`config.mk`:
```
export PLATFORM = sky130hd
export DESIGN_NAME = uart_rx_ctrl_flat
export DESIGN_NICKNAME = d
export VERILOG_FILES = /design/src/rtl/uart_rx_ctrl_if.sv /design/src/rtl/uart_rx_ctrl.sv /design/src/flat_wrapper.sv
export SDC_FILE = /design/constraint.sdc
export NUM_CORES = 1
export LEC_CHECK = 0
export CAP_MARGIN = 30
export CORE_AREA = 2 2 86 88
export CTS_CLUSTER_DIAMETER = 150
export DETAILED_ROUTE_END_ITERATION = 8
export DIE_AREA = 0 0 88 90
export GPL_TIMING_DRIVEN = 0
export PLACE_DENSITY = 0.77
export SYNTH_ARGS = -nofsm -noshare
export SYNTH_HDL_FRONTEND = slang
export SYNTH_SLANG_ARGS = --single-unit
```
`constraint.sdc`:
```
create_clock -name i_clk -period 4.4 [get_ports i_clk]
set_clock_uncertainty 0.1 [all_clocks]
set_input_delay 0.88 -clock i_clk [delete_from_list [all_inputs] [get_ports i_clk]]
set_output_delay 0.88 -clock i_clk [all_outputs]
set_load 0.02 [all_outputs]
```
`src/rtl/uart_rx_ctrl_if.sv`:
```
// Read-side handshake between the UART receive controller FIFO and its consumer.
interface uart_rx_ctrl_if;
    logic [7:0] rd_data;
    logic       rd_valid;
    logic       rd_ready;

    modport master (output rd_data, output rd_valid, input rd_ready);
    modport slave  (input rd_data, input rd_valid, output rd_ready);
endinterface

```
`src/rtl/uart_rx_ctrl.sv`:
```
// UART receiver controller: applies config on a quiet line while holding the
// receiver in reset, screens frames and buffers good bytes for a consumer.
module uart_rx_ctrl #(
    parameter int         DEPTH        = 4,
    parameter int         IDLE_BITS    = 12,
    parameter logic [5:0] DEF_PRESCALE = 6'd8,
    parameter bit         DROP_BAD     = 1'b1
) (
    input  logic        i_clk,
    input  logic        i_reset,
    input  logic        i_cfg_wr,
    input  logic [5:0]  i_cfg_prescale,
    input  logic        i_cfg_par_en,
    input  logic        i_cfg_par_typ,
    input  logic        i_rx_in,
    input  logic        i_data_valid,
    input  logic        i_par_err,
    input  logic [7:0]  i_P_DATA,
    output logic        o_rx_reset,
    output logic [5:0]  o_Prescale,
    output logic        o_PAR_EN,
    output logic        o_PAR_TYP,
    output logic [7:0]  o_par_err_cnt,
    input  logic        i_stat_clr,
    output logic        o_overflow,
    output logic        o_cfg_err,
    output logic        o_busy,
    uart_rx_ctrl_if.master rd
);
    localparam int AW = $clog2(DEPTH);

    typedef enum logic [1:0] {
        CFG     = 2'd0,
        SYNC    = 2'd1,
        RUN     = 2'd2,
        QUIESCE = 2'd3
    } state_t;

    state_t      state_r, next_state_s;
    logic        cfg_phase_r;
    logic        rx_reset_r, busy_r;
    logic [9:0]  idle_cnt_r;
    logic [9:0]  idle_target_s;
    logic        line_idle_s;

    logic        pend_flag_r, pend_par_en_r, pend_par_typ_r;
    logic [5:0]  pend_prescale_r;
    logic [5:0]  prescale_r;
    logic        par_en_r, par_typ_r;
    logic        cfg_bad_s, cfg_ok_s, apply_s;
    logic        cfg_err_r;

    logic        accept_s, bad_s, push_s, err_inc_s;
    logic [7:0]  err_cnt_r;
    logic        overflow_r;

    logic [7:0]  mem_r [DEPTH];
    logic [AW:0] wr_ptr_r, rd_ptr_r;
    logic        empty_s, full_s, pop_s, wr_en_s, drop_s;

    assign cfg_bad_s     = i_cfg_wr & (i_cfg_prescale < 6'd4);
    assign cfg_ok_s      = i_cfg_wr & ~cfg_bad_s;
    assign apply_s       = (state_r == CFG) & ~cfg_phase_r;
    assign idle_target_s = 10'(IDLE_BITS) * {4'd0, prescale_r} - 10'd1;
    assign line_idle_s   = i_rx_in & (idle_cnt_r == idle_target_s);

    assign accept_s  = i_data_valid & ((state_r == RUN) | (state_r == QUIESCE));
    assign bad_s     = i_par_err & par_en_r;
    assign push_s    = accept_s & (~bad_s | ~DROP_BAD);
    assign err_inc_s = accept_s & bad_s;

    assign empty_s = (wr_ptr_r == rd_ptr_r);
    assign full_s  = (wr_ptr_r[AW] != rd_ptr_r[AW]) &&
                     (wr_ptr_r[AW-1:0] == rd_ptr_r[AW-1:0]);
    assign pop_s   = ~empty_s & rd.rd_ready;
    // A full FIFO still takes a push when the consumer pops in the same cycle.
    assign wr_en_s = push_s & (~full_s | pop_s);
    assign drop_s  = push_s & full_s & ~pop_s;

    // Next-state decode for the config/resync sequencer.
    always_comb begin
        next_state_s = state_r;
        case (state_r)
            CFG:     if (cfg_phase_r) next_state_s = SYNC;    else next_state_s = CFG;
            SYNC:    if (line_idle_s) next_state_s = RUN;     else next_state_s = SYNC;
            RUN:     if (pend_flag_r) next_state_s = QUIESCE; else next_state_s = RUN;
            QUIESCE: if (line_idle_s) next_state_s = CFG;     else next_state_s = QUIESCE;
            default: next_state_s = CFG;
        endcase
    end

    // State register plus registered receiver-reset and busy outputs.
    always_ff @(posedge i_clk) begin
        if (i_reset) begin
            state_r     <= CFG;
            cfg_phase_r <= 1'b0;
            rx_reset_r  <= 1'b1;
            busy_r      <= 1'b1;
        end else begin
            state_r     <= next_state_s;
            cfg_phase_r <= apply_s;
            rx_reset_r  <= (next_state_s == CFG);
            busy_r      <= (next_state_s != RUN);
        end
    end

    // Line-idle counter; restarts on every state entry.
    always_ff @(posedge i_clk) begin
        if (i_reset) begin
            idle_cnt_r <= 10'd0;
        end else if (next_state_s != state_r) begin
            idle_cnt_r <= 10'd0;
        end else if (i_rx_in) begin
            if (idle_cnt_r != 10'h3FF) idle_cnt_r <= idle_cnt_r + 10'd1;
        end else begin
            idle_cnt_r <= 10'd0;
        end
    end

    // Pending config; a write arriving with the apply cycle is kept for next time.
    always_ff @(posedge i_clk) begin
        if (i_reset) begin
            pend_flag_r     <= 1'b0;
            pend_prescale_r <= DEF_PRESCALE;
            pend_par_en_r   <= 1'b0;
            pend_par_typ_r  <= 1'b0;
        end else if (cfg_ok_s) begin
            pend_flag_r     <= 1'b1;
            pend_prescale_r <= i_cfg_prescale;
            pend_par_en_r   <= i_cfg_par_en;
            pend_par_typ_r  <= i_cfg_par_typ;
        end else if (apply_s) begin
            pend_flag_r     <= 1'b0;
        end
    end

    // Applied config and rejected-write pulse.
    always_ff @(posedge i_clk) begin
        if (i_reset) begin
            prescale_r <= DEF_PRESCALE;
            par_en_r   <= 1'b0;
            par_typ_r  <= 1'b0;
            cfg_err_r  <= 1'b0;
        end else begin
            cfg_err_r <= cfg_bad_s;
            if (apply_s & pend_flag_r) begin
                prescale_r <= pend_prescale_r;
                par_en_r   <= pend_par_en_r;
                par_typ_r  <= pend_par_typ_r;
            end
        end
    end

    // Status: clear wins over a same-cycle increment or overflow.
    always_ff @(posedge i_clk) begin
        if (i_reset || i_stat_clr) begin
            err_cnt_r  <= 8'd0;
            overflow_r <= 1'b0;
        end else begin
            if (err_inc_s && (err_cnt_r != 8'hFF)) err_cnt_r <= err_cnt_r + 8'd1;
            if (drop_s) overflow_r <= 1'b1;
        end
    end

    // FIFO pointers.
    always_ff @(posedge i_clk) begin
        if (i_reset) begin
            wr_ptr_r <= '0;
            rd_ptr_r <= '0;
        end else begin
            if (wr_en_s) wr_ptr_r <= wr_ptr_r + {{AW{1'b0}}, 1'b1};
            if (pop_s)   rd_ptr_r <= rd_ptr_r + {{AW{1'b0}}, 1'b1};
        end
    end

    // FIFO storage.
    always_ff @(posedge i_clk) begin
        if (wr_en_s) mem_r[wr_ptr_r[AW-1:0]] <= i_P_DATA;
    end

    assign rd.rd_data    = mem_r[rd_ptr_r[AW-1:0]];
    assign rd.rd_valid   = ~empty_s;
    assign o_rx_reset    = rx_reset_r;
    assign o_Prescale    = prescale_r;
    assign o_PAR_EN      = par_en_r;
    assign o_PAR_TYP     = par_typ_r;
    assign o_par_err_cnt = err_cnt_r;
    assign o_overflow    = overflow_r;
    assign o_cfg_err     = cfg_err_r;
    assign o_busy        = busy_r;
endmodule

```
`src/flat_wrapper.sv`:
```
// flat-port wrapper written by rule: the top's interface ports become plain ports
module uart_rx_ctrl_flat 
#(
    parameter int         DEPTH        = 4,
    parameter int         IDLE_BITS    = 12,
    parameter logic [5:0] DEF_PRESCALE = 6'd8,
    parameter bit         DROP_BAD     = 1'b1
)
  (i_clk, i_reset, i_cfg_wr, i_cfg_prescale, i_cfg_par_en, i_cfg_par_typ, i_rx_in, i_data_valid, i_par_err, i_P_DATA, o_rx_reset, o_Prescale, o_PAR_EN, o_PAR_TYP, o_par_err_cnt, i_stat_clr, o_overflow, o_cfg_err, o_busy, rd_rd_data, rd_rd_valid, rd_rd_ready);
  uart_rx_ctrl_if rd_i ();
  input  logic i_clk;
  input  logic i_reset;
  input  logic i_cfg_wr;
  input  logic [5:0] i_cfg_prescale;
  input  logic i_cfg_par_en;
  input  logic i_cfg_par_typ;
  input  logic i_rx_in;
  input  logic i_data_valid;
  input  logic i_par_err;
  input  logic [7:0] i_P_DATA;
  output logic o_rx_reset;
  output logic [5:0] o_Prescale;
  output logic o_PAR_EN;
  output logic o_PAR_TYP;
  output logic [7:0] o_par_err_cnt;
  input  logic i_stat_clr;
  output logic o_overflow;
  output logic o_cfg_err;
  output logic o_busy;
  output wire logic [$bits(rd_i.rd_data)-1:0] rd_rd_data;
  output wire logic [$bits(rd_i.rd_valid)-1:0] rd_rd_valid;
  input wire logic [$bits(rd_i.rd_ready)-1:0] rd_rd_ready;
  assign rd_rd_data = rd_i.rd_data;
  assign rd_rd_valid = rd_i.rd_valid;
  assign rd_i.rd_ready = rd_rd_ready;
  uart_rx_ctrl #(.DEPTH(DEPTH), .IDLE_BITS(IDLE_BITS), .DEF_PRESCALE(DEF_PRESCALE), .DROP_BAD(DROP_BAD)) u_core (.i_clk(i_clk), .i_reset(i_reset), .i_cfg_wr(i_cfg_wr), .i_cfg_prescale(i_cfg_prescale), .i_cfg_par_en(i_cfg_par_en), .i_cfg_par_typ(i_cfg_par_typ), .i_rx_in(i_rx_in), .i_data_valid(i_data_valid), .i_par_err(i_par_err), .i_P_DATA(i_P_DATA), .o_rx_reset(o_rx_reset), .o_Prescale(o_Prescale), .o_PAR_EN(o_PAR_EN), .o_PAR_TYP(o_PAR_TYP), .o_par_err_cnt(o_par_err_cnt), .i_stat_clr(i_stat_clr), .o_overflow(o_overflow), .o_cfg_err(o_cfg_err), .o_busy(o_busy), .rd(rd_i));
endmodule
```
==> results.json <==
{
  "status": "finished clean",
  "gp_congestion": 0.729,
  "crit_cells": 8,
  "final_nets": 426,
  "cts.sinks": 82,
  "ys_seq_area_frac": 0.537,
  "synth_edf_count": 32,
  "antennaDiodeCount": 0,
  "grt_max_degree": 17,
  "synth_commonest_cells": "50 x dfxtp_1, 35 x nand2_1, 32 x edfxtp_1",
  "seq_power_share": 0.524,
  "synth_cell_types": 50,
  "clk_path_buf_depth": 2,
  "crit_chain": "ha_1 -> fa_1 -> xor2_1 -> or3b_4 -> or4_4 -> a211o_1 -> a21oi_4 -> mux2_4",
  "netlist_area_um2": 3650,
  "ys_async_sr_fraction": 0,
  "hold_violations": 0,
  "reg2reg_to": "u_core.state_r[1]",
  "dr.pass1.iters": 4,
  "fmax_mhz": 305,
  "routed_wl_um": 6980,
  "synth_top_cell_area_share": 0.274,
  "synthSimpleGateAreaFrac": 0.161,
  "critPathArrivalTime_ns": 3.42,
  "grt_pass1_wl_um": 11500,
  "rsz0062_at_grt": "false",
  "track_usage": 0.185,
  "slew_viol_final": 0,
  "hold-path-cell-count": 1,
  "synth_fa_ha_area_frac": 0.0534,
  "clk_latency_ns": 0.36,
  "path_clk_slew_ns": 0.09,
  "hold_buffers": 0,
  "area_growth_pct": 24.1,
  "r2r.worst_path.cells": 8,
  "critPathKind": "reg2reg",
  "dpl-instance-area_um2": 4300,
  "drive_above_1_share": 0.0944,
  "num_rows": 31,
  "critPathBufInv": 0,
  "switching_share": 0.232,
  "avgSynthCellArea_um2": 11.3,
  "avgViaCountPerCell": 5.15,
  "wire_per_inst_um": 14.2,
  "period_needed_ns": 3.28,
  "synth_top_family_by_area": "simple AND/OR/NAND/NOR gates",
  "synth_xor_area_frac": 0.0781,
  "period_share": 0.745,
  "cts_resized": 0,
  "pwr-share-clk": 0.407,
  "reg2reg_from": "u_core.o_Prescale[0]",
  "end_kind": "flop",
  "max_slew_margin": 0.420,
  "detail_route.drc_violations": 0,
  "htree_levels": 3,
  "p_sw_uw": 358,
  "yosys_warnings": 0,
  "yosys.area.top_type": "dfxtp_1",
  "num_vias": 2531,
  "die_y_um": 90,
  "cts_tree": "built",
  "antenna_found_initial": 0,
  "rrSetupSlack_ns": 1.12,
  "die_x_um": 88,
  "root_buffer": "clkbuf_8",
  "comb_power_share": 0.069,
  "synth_cells": 323,
  "max-cap-violations": 0,
  "p_leak_nw": 1.62,
  "synth_mux_area_frac": 0.0781,
  "p_int_mw": 1.18,
  "post_cts_buffers": 0,
  "grt_pass1_vias": 2467,
  "start_kind": "flop",
  "portBuffers": 52,
  "cts_inserted_buffers": 9,
  "slowest_stage": "or4_4",
  "crit_required_ns": 4.54,
  "synth_compound_area_frac": 0.0726,
  "synth_ff_type": "dfxtp_1",
  "start_util": 0.521,
  "final_cell_area_um2": 4530,
  "antenna_left": 0,
  "cp-endpoint": "u_core.state_r[1]",
  "synth_seq_cells": 82,
  "coreArea_um2": 7020,
  "hp-class": "reg2reg",
  "worst_pin_slew_ns": 0.864,
  "critPathMaxStageDelay_ns": 0.49,
  "setup_tns_ns": 0,
  "yosysMostFrequentCell": "dfxtp_1",
  "die-area_um2": 7920,
  "peakVddDrop_mv": 0.176,
  "synth_fp_nets": 362,
  "nFillCells": 543,
  "path_delay_family": "simple AND/OR/NAND/NOR gates",
  "crit_path_max_fanout": 6,
  "overflow": 0,
  "cp-startpoint": "u_core.o_Prescale[0]",
  "drtIter0Drc": 111,
  "synthTopCellsByArea": "dfxtp_1 27%, edfxtp_1 26%, mux4_2 4.9%",
  "io_pins": 53,
  "setup_viol": 0,
  "p_per_area_nw_per_um2": 340,
  "dpl.hpwl_um": 4960
}
-- metrics by stage --
stage	setup WS [ns]	instances	hold slack [ns]	utilization	power [mW]
6_report	1.12	491	0.350	0.646	1.54
5_1_grt	0.952	491	0.383	0.646	1.60
4_1_cts	1.06	491	0.354	0.646	1.55
3_5_place_dp	1.15	475	0.342	0.613	0.929
3_3_place_gp	1.15	474	0.334	0.612	0.926
2_1_floorplan	1.17	323	0.322	-	0.882
-- power groups by stage --
stage | clock [mW] | sequential, mW | combinational [mW]
after CTS | 0.639 | 0.807 | 0.105
final | 0.627 | 0.808 | 0.106
after global placement | 0 | 0.825 | 0.101
after floorplan | 0 | 0.827 | 0.0555
after detailed placement | 0 | 0.825 | 0.104
after global routing | 0.673 | 0.809 | 0.115
-- state kept, by name (all words and copies together) (netlist names), named ones only --
name,count
u_core.o_PAR_TYP,1
u_core.o_PAR_EN,1
u_core.mem_r,32
u_core.pend_par_typ_r,1
u_core.cfg_phase_r,1
u_core.o_cfg_err,1
u_core.rd_ptr_r,3
u_core.o_overflow,1
u_core.pend_prescale_r,6
u_core.o_busy,1
u_core.pend_par_en_r,1
u_core.o_par_err_cnt,8
u_core.wr_ptr_r,3
u_core.o_rx_reset,1
u_core.state_r,2
u_core.idle_cnt_r,10
u_core.o_Prescale,6
u_core.pend_flag_r,1
-- layer usage --
| metal | share of wire | global-route usage |
|---|---|---|
| met5 | 0 | 0 |
| met4 | 0.014 | 0.0577 |
| met3 | 0.039 | 0.0422 |
| met1 | 0.49 | 0.251 |
| met2 | 0.46 | 0.294 |
-- cell families after synthesis --
group / Yosys count
muxes: 18
xor gates and xnor gates: 31
adders and majority gates: 15
AOI/OAI and AO/OA: 39
buffers and inverters: 18
and+or+nand+nor: 120
DFF: 82
-- layout by cell type, fill, tap and decap left out, types with 2 or more instances in the layout --
master	n
o21ai_0	6
nor3b_1	2
buf_1	3
nand2_1	35
or3_1	2
clkbuf_1	6
mux4_2	8
or2_2	3
a211o_2	2
edfxtp_1	32
nor2b_1	2
nand3_1	10
clkbuf_8	9
xnor2_1	16
dfxtp_1	50
nor3_1	13
inv_1	8
clkdlybuf4s50_1	52
mux2i_1	9
and3_1	6
nor2_1	27
a211oi_1	2
bufinv_16	2
and2_1	5
ha_1	14
nor4_1	3
nand4_1	5
xor2_1	14
inv_6	4
a21oi_1	16
-- worst min-delay path by stage --
stage | slack, ns | from | endpoint
after floorplan | 0.32 | u_core.cfg_phase_r | u_core.cfg_phase_r
after global placement | 0.33 | u_core.cfg_phase_r | u_core.cfg_phase_r
after detailed placement | 0.34 | u_core.cfg_phase_r | u_core.cfg_phase_r
after CTS | 0.35 | u_core.cfg_phase_r | u_core.cfg_phase_r
after global routing | 0.38 | u_core.cfg_phase_r | u_core.cfg_phase_r
final | 0.35 | u_core.cfg_phase_r | u_core.cfg_phase_r
-- area by class of cell --
type / count / area (um2) / share of cell area
Sequential cell: 82 / 1960 / 0.433
Multi-Input combinational cell: 223 / 1620 / 0.357
Timing Repair Buffer: 53 / 526 / 0.116
Clock buffer: 9 / 124 / 0.0273
Tap cell: 99 / 124 / 0.0273
Clock inverter: 7 / 106 / 0.0235
Buffer: 10 / 45.0 / 0.00993
Inverter: 8 / 30.0 / 0.00662
(Power assumes the default switching activity.)
